File: config.mk
export PLATFORM = sky130hd
export DESIGN_NAME = truth_table_scanner
export DESIGN_NICKNAME = d
export VERILOG_FILES = /design/src/rtl/truth_table_scanner.sv
export SDC_FILE = /design/constraint.sdc
export NUM_CORES = 1
export LEC_CHECK = 0
export ABC_AREA = 1
export BUFFER_PORTS_ARGS = -buffer_cell sky130_fd_sc_hd__buf_2
export CAP_MARGIN = 30
export CORE_ASPECT_RATIO = 0.5
export CORE_MARGIN = 3
export CORE_UTILIZATION = 35
export CTS_BUF_LIST = sky130_fd_sc_hd__clkbuf_2
export CTS_CLUSTER_SIZE = 12
export DETAILED_ROUTE_END_ITERATION = 12
export PLACE_DENSITY_LB_ADDON = 0.2
export SLEW_MARGIN = 10
export SYNTH_ARGS = -nofsm -noshare
export SYNTH_HDL_FRONTEND = slang
export SYNTH_SLANG_ARGS = --single-unit
File: constraint.sdc
create_clock -name clk -period 13.5 [get_ports clk]
set_clock_uncertainty 0.1 [all_clocks]
set_input_delay 2.7 -clock clk [delete_from_list [all_inputs] [get_ports clk]]
set_output_delay 2.7 -clock clk [all_outputs]
set_load 0.01 [all_outputs]
File: src/rtl/truth_table_scanner.sv
// Truth-table scanner: walks every minterm of an N_VARS-input registered
// function, captures the function's output LAT+1 edges after each minterm is
// driven, and compares the assembled table against EXPECTED.
module truth_table_scanner #(
    parameter int unsigned                N_VARS   = 4,
    parameter int unsigned                LAT      = 1,
    parameter logic [(2**N_VARS)-1:0]     EXPECTED = 16'h6EEE
) (
    input  logic                     clk,
    input  logic                     clr_n,
    input  logic                     start,
    input  logic                     f_in,
    output logic [N_VARS-1:0]        vars,
    output logic                     busy,
    output logic                     done,
    output logic [(2**N_VARS)-1:0]   table_out,
    output logic                     match,
    output logic [N_VARS:0]          err_count,
    output logic [N_VARS-1:0]        first_fail
);

    localparam int unsigned          M       = 2**N_VARS;
    localparam logic [N_VARS-1:0]    LAST_MT = '1;

    typedef enum logic [1:0] {
        IDLE,
        SCAN,
        DRAIN,
        DONE
    } state_t;

    state_t state, state_nxt;

    // Capture pipeline: stage 0 holds the minterm driven at the current edge;
    // stage LAT names the minterm whose response is on f_in right now.
    logic              pipe_v   [0:LAT];
    logic [N_VARS-1:0] pipe_idx [0:LAT];

    logic              accept;
    logic              push;
    logic [N_VARS-1:0] push_idx;
    logic              last_cap;
    logic [M-1:0]      cap_table;
    logic [M-1:0]      diff;
    logic [N_VARS:0]   cnt;
    logic [N_VARS-1:0] ff_idx;
    logic              found;

    assign accept   = (state == IDLE) && start;
    assign push     = accept || ((state == SCAN) && (vars != LAST_MT));
    assign push_idx = accept ? '0 : vars + 1'b1;
    assign last_cap = pipe_v[LAT] && (pipe_idx[LAT] == LAST_MT);

    assign busy = (state == SCAN) || (state == DRAIN);
    assign done = (state == DONE);

    // State register
    always_ff @(posedge clk or negedge clr_n) begin
        if (!clr_n) begin
            state <= IDLE;
        end else begin
            state <= state_nxt;
        end
    end

    // Next-state logic
    always_comb begin
        state_nxt = state;
        case (state)
            IDLE:    if (start)              state_nxt = SCAN;
            SCAN:    if (vars == LAST_MT)    state_nxt = DRAIN;
            DRAIN:   if (last_cap)           state_nxt = DONE;
            DONE:                            state_nxt = IDLE;
            default:                         state_nxt = IDLE;
        endcase
    end

    // Table as it will look after this edge's capture, and its comparison
    // against EXPECTED, so results land on the same edge as the final capture
    always_comb begin
        cap_table = table_out;
        if (pipe_v[LAT]) begin
            cap_table[pipe_idx[LAT]] = f_in;
        end
        diff   = cap_table ^ EXPECTED;
        cnt    = '0;
        ff_idx = '0;
        found  = 1'b0;
        for (int unsigned i = 0; i < M; i++) begin
            cnt = cnt + {{N_VARS{1'b0}}, diff[i]};
            if (diff[i] && !found) begin
                found  = 1'b1;
                ff_idx = N_VARS'(i);
            end
        end
    end

    // Minterm driver, capture pipeline, table and result registers
    always_ff @(posedge clk or negedge clr_n) begin
        if (!clr_n) begin
            vars       <= '0;
            table_out  <= '0;
            match      <= 1'b0;
            err_count  <= '0;
            first_fail <= '0;
            for (int unsigned i = 0; i <= LAT; i++) begin
                pipe_v[i]   <= 1'b0;
                pipe_idx[i] <= '0;
            end
        end else begin
            pipe_v[0]   <= push;
            pipe_idx[0] <= push_idx;
            for (int unsigned i = 1; i <= LAT; i++) begin
                pipe_v[i]   <= pipe_v[i-1];
                pipe_idx[i] <= pipe_idx[i-1];
            end

            if (accept) begin
                vars       <= '0;
                table_out  <= '0;
                match      <= 1'b0;
                err_count  <= '0;
                first_fail <= '0;
            end else begin
                if ((state == SCAN) && (vars != LAST_MT)) begin
                    vars <= vars + 1'b1;
                end
                if (pipe_v[LAT]) begin
                    table_out <= cap_table;
                end
                if (last_cap) begin
                    match      <= (diff == '0);
                    err_count  <= cnt;
                    first_fail <= ff_idx;
                end
            end
        end
    end

endmodule

==> qor.yml <==
outcome:
  outcome: "complete, no violations"
setup_path:
  slowest_delay_ps: 570
  cp_top_family: "adder cells"
  slowest_stage: "fa_1"
  cp-endpoint: "err_count[2]"
  path_cells: "buf_2 > o21ai_1 > inv_1 > fa_1 > inv_1 > fa_1 > fa_1 > inv_1 > fa_1 > ha_1 > fa_1 > xnor2_1 > o21ai_0"
  end_kind: "flop"
  crit_start: "f_in"
  path_class: "input port to flop"
  critPathArrivalTime_ps: 6510
  timing.rr.end: "err_count[2]"
  rrSetupSlack_ps: 8680
  crit_path_frequent_cell: "fa_1"
  r2r_start: "pipe_v[0]"
  critPathMaxFanout: 8
  worstSetupPathDepth: 13
  crit_path_start_kind: "input port"
  required_ps: 13760
  ff2ff_path_depth: 15
  crit_buf_inv: 4
detailed_routing:
  drt_iter0_markers: 110
  drt-pass1-iter-count: 4
  route.vias.total: 2019
  wire_per_inst_um: 13.74
  wl_mm: 5.882
  viasPerCell: 4.717
  drc_errors: 0
  drtAntennaViolNets: 0
global_routing:
  grt_antenna_before_repair: 0
  grt_pass1_vias: 2156
  grt_max_degree: 43
  grt_pass1_wl_mm: 10.32
  track_usage_pct: 15.37
  overflow: 0
synthesis:
  avgSynthCellArea_um2: 8.627
  synth_common_cells: "nand2_1, dfrtp_1, nor2_1"
  syn-cell-area_mm2: 0.002554
  yosys.area.top_type: "dfrtp_1"
  yosysUniqueCellTypes: 41
  synth_fp_nets: 321
  yosysTopAreaCellShare_pct: 41.16
  synth_area_leaders: "dfrtp_1, nand2_1, fa_1"
  synth_seq_cells: 42
  synth_edf_count: 0
  synth.most_common_cell: "nand2_1"
  netlist_instances: 296
  ys_seq_area_share_pct: 41.16
  synth_warnings: 0
  synth-async-reset-ratio_pct: 100.0
  synth_ff_type: "dfrtp_1"
final_layout:
  drive_gt1_share_pct: 24.40
  multi_input_area_mm2: 0.001318
  register_area_mm2: 0.001051
  stdcell_count: 428
  nFillCells: 716
  diodes: 0
  finalNetCount: 360
  area_growth_pct: 13.18
floorplanning:
  ios: 36
  rows: 21
  initial_core_util_pct: 37.10
  die-area_mm2: 0.008420
  die_h_um: 66.40
  fp.coreArea_mm2: 0.006884
  die_w_um: 126.8
sta:
  relSlewSlack_pct: 52.92
  grt_setup_unrepaired: "false"
  setup_violations: 0
  slew_violations: 0
  hold_viol: 0
  finalCritPeriodShare_pct: 46.30
  hold_ws_ps: 281.3
  max_freq_mhz: 160.0
  worst_slew_pin_slew_ps: 705.4
  min_period_ps: 6250
  fin_setup_tns_ps: 0
clock_network:
  cts_made_buffers: 5
  post_cts_buffers: 0
  cts_root_buffer: "clkbuf_2"
  cts_buffer_depth: 2
  cts_resized: 0
  worstSkewPairLatency_ps: 420
  cts_htree_levels: 2
  clkTransAtPathRegs_ps: 230
  hold_buffers: 0
  cts_tree: "built"
  cts.sinks: 42
worst_hold_path:
  min_path_type: "flop to flop"
pwr:
  totalPowerFinal_w: 0.0007386
  power.density_mw_per_mm2: 255.6
  p_leak_nw: 1.557
  peakVddDrop_mv: 0.1426
placement:
  place_inst: 419
  dp_hpwl_mm: 4.596
  gp_congestion: 0.9116
  io_buffers: 35
flow_run:
  drv_cap: 0
-- layout make-up --
type | count | share of cell area, %
clock buffer | 5 | 0.8658
clock inverter | 3 | 0.7359
inverter | 44 | 5.714
multi-input combinational | 206 | 45.58
sequential | 42 | 36.36
tap | 92 | 3.983
timing repair buffer | 36 | 6.753
-- registers in the layout, summed over array words and instances, names as in the netlist --
register    cells
err_count       5
first_fail      4
match           1
pipe_idx        8
pipe_v          2
state           2
table_out      16
vars            4
-- cells by family (layout without fill, tap and decap cells) --
group | Yosys count | count (layout) | synth area share (%)
DFF | 42 | 42 | 41.16
xor gates and xnor gates | 1 | 1 | 0.3430
muxes | 6 | 6 | 2.646
AOI/OAI and AO/OA | 37 | 37 | 9.260
adders and majority gates | 21 | 21 | 13.23
buffers and inverters | 48 | 88 | 7.251
and+or+nand+nor | 141 | 141 | 26.12
-- per-stage QoR --
stage	area [µm²]	setup WS, ps	utilization, %
floorplan	2554	7096	-
global placement	2824	6921	41.02
detailed placement	2824	6785	41.02
CTS	2870	7241	41.69
global route	2890	6987	41.98
finish	2890	7250	41.98
-- power by group --
group / total (W) / leakage [nW] / switching (W) / internal [W]
sequential: 0.000198 / 0.557 / 0.0000356 / 0.000163
combinational: 0.000482 / 0.972 / 0.000288 / 0.000194
clock: 0.0000582 / 0.0289 / 0.0000454 / 0.0000128
total: 0.000739 / 1.56 / 0.000369 / 0.000370
-- layer usage --
layer | routed length, µm | GRT usage (%)
met1 | 3144 | 21.60
met5 | 0 | 0
met4 | 63 | 4.278
met3 | 240 | 3.710
met2 | 2435 | 23.68
-- how the worst min path moves through the flow --
stage / from / endpoint / slack (ps) / cells past startpoint
floorplan: pipe_idx[4] / pipe_idx[0] / 230 / 0
global placement: pipe_idx[7] / pipe_idx[3] / 230 / 0
detailed placement: pipe_idx[7] / pipe_idx[3] / 230 / 0
CTS: pipe_idx[7] / pipe_idx[3] / 290 / 0
global route: pipe_idx[7] / pipe_idx[3] / 310 / 0
finish: pipe_idx[7] / pipe_idx[3] / 280 / 0
-- cell usage in the layout, fill, tap and decap left out, types with 2 or more instances in the layout --
cell type / instances
nand2_1: 57
dfrtp_1: 42
nor2_1: 37
buf_2: 35
inv_1: 33
nand3_1: 13
inv_2: 11
ha_1: 11
o21ai_0: 10
fa_1: 10
nor2_2: 8
nand4_1: 8
a21oi_1: 8
nand2_2: 5
clkbuf_2: 5
o21ai_1: 4
nor2_4: 3
o21a_1: 3
mux2_2: 3
nand3_2: 2
o21bai_1: 2
nor3_1: 2
mux2i_1: 2
o31ai_1: 2
a22o_1: 2
No activity file was read; power rests on OpenSTA's default activity.
